===== src/rtl/imem_loader_if.sv =====
// Byte-stream input and instruction-memory write port of the program loader.
// The master side is the loader; the slave side is the byte source plus the memory.
interface imem_loader_if #(
    parameter int ADDR_W = 10
);
    logic [7:0]        in_data;
    logic              in_valid;
    logic              in_ready;
    logic              imem_we;
    logic [ADDR_W-1:0] imem_addr;
    logic [31:0]       imem_wdata;

    modport master (
        input  in_data, in_valid,
        output in_ready, imem_we, imem_addr, imem_wdata
    );

    modport slave (
        output in_data, in_valid,
        input  in_ready, imem_we, imem_addr, imem_wdata
    );
endinterface


===== src/rtl/imem_loader.sv =====
// Program loader: takes a length-prefixed little-endian byte image, writes it
// word by word into instruction memory and holds the core in reset until done.
module imem_loader #(
    parameter int DEPTH_WORDS = 256,
    parameter int ADDR_W      = 10
) (
    input  logic          clk,
    input  logic          rst,
    input  logic          start,
    imem_loader_if.master bus,
    output logic          cpu_hold,
    output logic          done,
    output logic          error,
    output logic [15:0]   words_loaded
);
    typedef enum logic [2:0] {
        IDLE,
        LEN,
        DATA,
        WRITE,
        DONE,
        ERR
    } state_t;

    state_t            state_q, state_nxt;
    logic [1:0]        bcnt_q;
    logic [23:0]       len_sr_q;
    logic [23:0]       word_sr_q;
    logic [31:0]       len_q;
    logic              in_ready_q;
    logic              we_q;
    logic [ADDR_W-1:0] addr_q;
    logic [31:0]       wdata_q;

    logic              xfer;
    logic              last_byte;
    logic              start_load;
    logic [31:0]       len_full;
    logic [15:0]       wl_inc;

    assign xfer       = bus.in_valid & in_ready_q;
    assign last_byte  = xfer && (bcnt_q == 2'd3);
    assign start_load = start && (state_q == IDLE || state_q == DONE || state_q == ERR);
    assign len_full   = {bus.in_data, len_sr_q};
    assign wl_inc     = words_loaded + 16'd1;

    assign bus.in_ready   = in_ready_q;
    assign bus.imem_we    = we_q;
    assign bus.imem_addr  = addr_q;
    assign bus.imem_wdata = wdata_q;

    always_comb begin
        state_nxt = state_q;
        case (state_q)
            IDLE, DONE, ERR: begin
                if (start) state_nxt = LEN;
            end
            LEN: begin
                if (last_byte) begin
                    if (len_full == 32'd0)                    state_nxt = DONE;
                    else if (len_full > 32'(DEPTH_WORDS))     state_nxt = ERR;
                    else                                      state_nxt = DATA;
                end
            end
            DATA: begin
                if (last_byte) state_nxt = WRITE;
            end
            WRITE: begin
                if ({16'd0, wl_inc} == len_q) state_nxt = DONE;
                else                          state_nxt = DATA;
            end
            default: state_nxt = IDLE;
        endcase
    end

    // All outputs are registered from the next state so they line up with it.
    always_ff @(posedge clk) begin
        if (!rst) begin
            state_q      <= IDLE;
            in_ready_q   <= 1'b0;
            we_q         <= 1'b0;
            addr_q       <= '0;
            wdata_q      <= '0;
            cpu_hold     <= 1'b1;
            done         <= 1'b0;
            error        <= 1'b0;
            words_loaded <= '0;
            bcnt_q       <= '0;
        end else begin
            state_q    <= state_nxt;
            in_ready_q <= (state_nxt == LEN) || (state_nxt == DATA);
            we_q       <= (state_nxt == WRITE);
            cpu_hold   <= (state_nxt != DONE);
            done       <= (state_nxt == DONE);
            error      <= (state_nxt == ERR);

            if (start_load) begin
                bcnt_q       <= '0;
                words_loaded <= '0;
            end else begin
                if (xfer)             bcnt_q       <= bcnt_q + 2'd1;
                if (state_q == WRITE) words_loaded <= wl_inc;
            end

            if (state_q == DATA && last_byte) begin
                addr_q  <= ADDR_W'({words_loaded, 2'b00});
                wdata_q <= {bus.in_data, word_sr_q};
            end
        end
    end

    // Shift registers fill from the top so byte k ends up in bits [8k+7:8k].
    always_ff @(posedge clk) begin
        if (xfer && state_q == LEN) begin
            len_sr_q <= {bus.in_data, len_sr_q[23:8]};
            if (bcnt_q == 2'd3) len_q <= len_full;
        end
        if (xfer && state_q == DATA) begin
            word_sr_q <= {bus.in_data, word_sr_q[23:8]};
        end
    end
endmodule


===== src/flat_wrapper.sv =====
// flat-port wrapper written by rule: the top's interface ports become plain ports
module imem_loader_flat 
#(
    parameter int DEPTH_WORDS = 256,
    parameter int ADDR_W      = 10
)
  (clk, rst, start, cpu_hold, done, error, words_loaded, bus_in_data, bus_in_valid, bus_in_ready, bus_imem_we, bus_imem_addr, bus_imem_wdata);
  imem_loader_if #(.ADDR_W(ADDR_W)) bus_i ();
  input  logic clk;
  input  logic rst;
  input  logic start;
  output logic cpu_hold;
  output logic done;
  output logic error;
  output logic [15:0] words_loaded;
  input wire logic [$bits(bus_i.in_data)-1:0] bus_in_data;
  input wire logic [$bits(bus_i.in_valid)-1:0] bus_in_valid;
  output wire logic [$bits(bus_i.in_ready)-1:0] bus_in_ready;
  output wire logic [$bits(bus_i.imem_we)-1:0] bus_imem_we;
  output wire logic [$bits(bus_i.imem_addr)-1:0] bus_imem_addr;
  output wire logic [$bits(bus_i.imem_wdata)-1:0] bus_imem_wdata;
  assign bus_i.in_data = bus_in_data;
  assign bus_i.in_valid = bus_in_valid;
  assign bus_in_ready = bus_i.in_ready;
  assign bus_imem_we = bus_i.imem_we;
  assign bus_imem_addr = bus_i.imem_addr;
  assign bus_imem_wdata = bus_i.imem_wdata;
  imem_loader #(.DEPTH_WORDS(DEPTH_WORDS), .ADDR_W(ADDR_W)) u_core (.clk(clk), .rst(rst), .start(start), .bus(bus_i), .cpu_hold(cpu_hold), .done(done), .error(error), .words_loaded(words_loaded));
endmodule

===== config.mk =====
export PLATFORM = sky130hd
export DESIGN_NAME = imem_loader_flat
export DESIGN_NICKNAME = d
export VERILOG_FILES = /design/src/rtl/imem_loader_if.sv /design/src/rtl/imem_loader.sv /design/src/flat_wrapper.sv
export SDC_FILE = /design/constraint.sdc
export NUM_CORES = 1
export LEC_CHECK = 0
export ABC_AREA = 1
export CAP_MARGIN = 5
export CORE_ASPECT_RATIO = 1.5
export CORE_MARGIN = 1
export CORE_UTILIZATION = 55
export DETAILED_ROUTE_END_ITERATION = 8
export GPL_TIMING_DRIVEN = 1
export PLACE_DENSITY = 0.91
export SLEW_MARGIN = 20
export SYNTH_ARGS = -nofsm -noshare
export SYNTH_HDL_FRONTEND = slang
export SYNTH_SLANG_ARGS = --single-unit

===== constraint.sdc =====
create_clock -name clk -period 5.2 [get_ports clk]
set_input_delay 0.52 -clock clk [delete_from_list [all_inputs] [get_ports clk]]
set_output_delay 0.52 -clock clk [all_outputs]
set_load 0.005 [all_outputs]

# After elaboration in Yosys (flattened, before gate mapping)
# Index checks and enable logic that the tools add are counted.
# Widths: inputs -> output; s select.
# totals
reg_bits,146
output_inout_bits,63
input_bits,12
# op_classes
order_cmp,1
eq_ne,13
n_reduce_logical,13
bitwise_logic,2
muxes,7
addsub,2
# op_table
cell,n
$eq 16x32->1,1
$gt 32x9->1 const B,1
$logic_not 32->1,1
$mux 3,6
$add 16x1->16 const B,1
$eq 3x2->1 const B,4
$eq 3x3->1 const B,4
$pmux 3 s4,1
$eq 3x1->1 const B,2
$logic_and 1x1->1,5
$logic_not 3->1,1
$logic_or 1x1->1,3
$ne 3x3->1 const B,1
$reduce_or 3->1,1
$add 2x1->2 const B,1
$eq 2x2->1 const B,1
$reduce_and 2->1,1
$reduce_or 2->1,1
$and 1x1->1,1
$not 1->1,1

# Longest topological paths before layout
# depth
word_depth,7
depth_mapped,16
depth_no_buf,16

# Worst setup path before layout
# No wires, ideal clock.
# synth_path
path_kind,input -> register
from,input port bus_in_valid
to,register u_core.in_ready_q (netlist: u_core.bus.in_ready)
setup_time_ps,64
t_arrival_ps,3786
path_slack_ps,1350
required_time_ps,5136
stages,8
n_path_buf,0
path_cell_list,nand2_1 -> nor3_1 -> nand2_1 -> inv_1 -> a21oi_1 -> nand2_2 -> nor2_2 -> nor2_1
# synth_via
elab_chain_cells,6
# synth_rtl
item,line,rtl
from (decl),flat_wrapper.sv:17,input wire logic [$bits(bus_i.in_valid)-1:0] bus_in_valid;
$and 1x1->1 (*),imem_loader.sv:41,assign xfer = bus.in_valid & in_ready_q;
$logic_and 1x1->1 (*),imem_loader.sv:42,assign last_byte = xfer && (bcnt_q == 2'd3);
"$mux 3, on equally long branches","imem_loader.sv:66, imem_loader.sv:59",
$pmux 3 s4 (*),imem_loader.sv:54,case (state_q)
$eq 3x1->1 or $eq 3x2->1 (tied branches),imem_loader.sv:91,in_ready_q <= (state_nxt == LEN) || (state_nxt == DATA);
$logic_or 1x1->1 (*),imem_loader.sv:91,
to (signal assigned),imem_loader.sv:91,
to (decl),imem_loader.sv:30,logic in_ready_q;
# Mark *: on every way between the ends. The rest lies on a longest branch, timed or not.
# A chain may end at the register's enable or synchronous reset.

# Worst setup path after layout
# layout_path
from,register u_core.state_q[1]
to,register u_core.error
# layout_via
elab_chain_cells,4
# layout_rtl
item,line,rtl
from (decl),imem_loader.sv:25,"state_t state_q, state_nxt;"
from (signal assigned),imem_loader.sv:90,state_q <= state_nxt;
$eq 3x3->1 or $logic_not 3->1 (tied branches),imem_loader.sv:54,
$reduce_or 3->1,imem_loader.sv:54,
$pmux 3 s4 (*),imem_loader.sv:54,
$eq 3x3->1 (*),imem_loader.sv:95,error <= (state_nxt == ERR);
to (signal assigned),imem_loader.sv:95,
to (decl),imem_loader.sv:13,"output logic error,"
# Marked as above.

==> results.md <==
* Post-Syn Area per Cell at 9.77 µm²
* Root Buffer: clkbuf_16
* Dpl ws at 1770 ps
* # diodes at 0
* Switching share of total power at 0.200
* Final-stage net count at 675
* WL/cell at 16.3 µm
* Max stage delay on crit path at 880 ps
* Worst-Skew Late Latency at 410 ps
* Max FO, Critical Path at 48
* Clock Tree Buf Depth at 2
* CTS clk-pin slew, worst paths at 60 ps
* Routability cong. at 0.888
* Final hold violations at 0
* Final setup fails at 0
* Failing checks: DRC
* DRC viols at 1
* Slew Limit Fails at 0
* Buf/Inv on CP at 4
* Switching power total at 493 µW
* First-pass GRT wire length at 20.9 mm
* Clock Power Share at 0.484
* Final wirelength at 12.9 mm
* Initial DRC count at 342
* Die area at 10800 µm²
* CP required at 5550 ps
* Mux cell area share after synthesis at 0
* Gates resized, CTS repair at 0
* Vias in the first global route at 4381
* Unrepaired setup endpoints after global routing: false
* Antenna violations before repair at 0
* Worst path slowest cell: clkinv_1
* Synth Area in Compound Gates at 0.0762
* Cell-internal power at 1.97 mW
* Final min period at 3080 ps
* Yosys warnings at 0
* Layout area overhead at 24.8%
* Yosys reg bits at 146
* Largest family of logic cells by synthesized area: simple AND/OR/NAND/NOR gates
* Setup TNS at 0 ps
* Post-CTS Setup Inserts at 0
* Hold bufs inserted after CTS at 0
* Router iterations before antenna repair at 7
* PD cells at 345 nW/µm²
* Crit path launch type: flip-flop
* Remaining Overflow, GRT at 0
* Period utilization at 0.593
* Synth Area in XOR/XNOR at 0.00767
* WP data arrival at 3430 ps
* Antenna Nets Post-Route at 0
* Worst Hold Class: reg -> reg
* Adder-Cell Fraction of Synth Area at 0.00438
* Cells after synthesis at 585
* Hpwl dp at 8.88 mm
* I/O pin cnt at 75
* Fin worst setup slack at 2120 ps
* Area contributors post-synth: edfxtp_1 42%, dfxtp_1 23%, nor2_1 7.6%
* Initial Util at 0.564
* Top delay family on crit path: buffers and inverters
* Area leader, netlist: edfxtp_1
* CP Class: reg -> reg
* Largest net degree at the start of global routing at 49
* TritonCTS Buffers at 17
* Synth top area share at 0.420
* Die H at 127 µm
* CP cell instances: inv_1 > nor3_1 > inv_1 > nor2_2 > buf_4 > clkinv_1 > nand3_1 > nand2_1 > a21oi_1
* Die width at 85.2 µm
* Most used cell, CP: inv_1
* Outcome: complete, but fails checks
* Vias/cell at 5.62
* Unique masters post-synth at 33
* Clock net sink count at 146
* CTS H-Tree Depth at 4
* Setup crit end kind: flip-flop
* Total GRT Usage at 0.256
* Tightest Pin Transition at 976 ps
* Comb power frac at 0.018
* Share of cells above drive strength 1 at 0.0890
* Synth Cell Area at 5710 µm²
* Max Clock Freq at 324 MHz
* Detailed-route via count at 4447
* Rel. slew slack at 0.345
* Max VDD drop at 0.000325 V
* Sequential share of the synthesized area at 0.652
* Flop pwr share at 0.498
* Core Area at 10100 µm²
* Skew final at 10.7 ps
* Post-Synth Simple-Gate Area at 0.210
* Rows at 45
* CTS tree: built
* MaxCap Viol Count at 0
* Lkg Pwr at 2.80 nW
* Port Buf Inserts at 72
* Post-route total power at 2.46 mW
==> sequential cells by signal (all words and copies together), names as in the netlist <==
| name | cells |
|---|---|
| u_core.words_loaded | 16 |
| u_core.len_q | 32 |
| u_core.cpu_hold | 1 |
| u_core.bus.imem_wdata | 32 |
| u_core.bus.imem_we | 1 |
| u_core.done | 1 |
| u_core.word_sr_q | 24 |
| u_core.state_q | 3 |
| u_core.bus.imem_addr | 8 |
| u_core.error | 1 |
| u_core.bcnt_q | 2 |
| u_core.bus.in_ready | 1 |
| u_core.len_sr_q | 24 |
==> metrics by stage <==
step                cells  utilization  cell area, µm²  hold WS [ps]
finish                791        0.704            7130           457
global route          791        0.704            7130           465
CTS                   791        0.703            7120           456
detailed placement    759        0.644            6530           442
global placement      759        0.644            6530           435
floorplan             586            -            5720           427
==> metal layers <==
metal / wire length [µm] / vias to the layer above / part of all wire / GRT usage
met5: 0 / - / 0 / 0
met4: 432 / 0 / 0.034 / 0.143
met3: 706 / 40 / 0.055 / 0.0625
met2: 7120 / 212 / 0.55 / 0.462
met1: 4620 / 2105 / 0.36 / 0.269
li1: - / 2090 / - / -
==> path summary, 6_finish.rpt <==
| kind | startpoint | to | slack, ps | cells past startpoint |
|---|---|---|---|---|
| max | u_core.state_q[1] | u_core.error | 2120 | 9 |
| min | u_core.word_sr_q[21] | u_core.word_sr_q[13] | 460 | 0 |
| max reg2reg | u_core.state_q[1] | u_core.error | 2120 | 9 |
| min reg2reg | u_core.word_sr_q[21] | u_core.word_sr_q[13] | 460 | 0 |
==> power groups by stage <==
stage	Clock, mW	Sequential, mW	Combinational (mW)
floorplan	0	1.25	0.0221
global placement	0	1.25	0.0411
detailed placement	0	1.25	0.0446
CTS	1.20	1.22	0.0444
global route	1.25	1.22	0.0496
finish	1.19	1.22	0.0455
==> worst reg2reg max path, delay by kind of cell, from the launching register on <==
| family | cells | cell delay [ps] |
|---|---|---|
| DFF | 1 | 410 |
| and+or+nand+nor | 4 | 940 |
| buffers and inverters | 4 | 1550 |
| AOI/OAI and AO/OA | 1 | 130 |
==> final cells by class <==
type,instances,area (µm²)
repair buffers,75,743
multi-input cells,368,1730
inverters,53,199
clock buffers,23,500
clock inverters,9,91.3
well taps,117,146
flip-flops and latches,146,3720
fillers,681,3000
==> cells in the final DEF, fill, tap and decap left out, types with 2 or more instances in the layout <==
cell,Yosys,layout
nor2_1,115,112
nand2_1,93,93
edfxtp_1,80,80
clkdlybuf4s50_1,0,72
dfxtp_1,66,66
o21ai_0,50,50
inv_1,49,48
nand3_1,32,32
a21oi_1,24,24
clkbuf_16,0,19
nand4_1,11,11
nor2_2,6,8
nand2_2,6,6
inv_2,3,4
xor2_1,4,4
nor2_4,2,3
or2_2,3,3
inv_6,0,3
clkbuf_1,14,3
buf_4,3,3
nor3_1,3,2
o21bai_1,2,2
nand3b_1,2,2
o211ai_1,2,2
o21ai_1,2,2
ha_1,2,2
conb_1,1,2
clkinvlp_4,0,2
==> Yosys cell counts <==
cell and number:
nor2_4 2, buf_4 3, nor2_1 115, nor2_2 6
nand2_1 93, nand2_2 6, o21bai_1 2, inv_1 49
a21oi_1 24, clkbuf_1 14, o21ai_1 2, ha_1 2
dfxtp_1 66, o211ai_1 2, o21ai_0 50, nand2_4 1
nand3b_1 2, clkinv_1 1, xnor2_1 1, or2_2 3
o32a_1 1, xor2_1 4, nand3_2 1, edfxtp_1 80
nand3_1 32, conb_1 1, inv_2 3, buf_2 2
nor3_1 3, nor2_8 1, o31ai_1 1, a211oi_1 1
nand4_1 11
==> logic make-up after synthesis <==
kind of cell / Yosys count
AOI/OAI and AO/OA: 83
xor gates and xnor gates: 5
adders and majority gates: 2
buffers and inverters: 72
DFF: 146
other: 1
and+or+nand+nor: 276
Note: power is estimated with default switching activity, not from simulation.
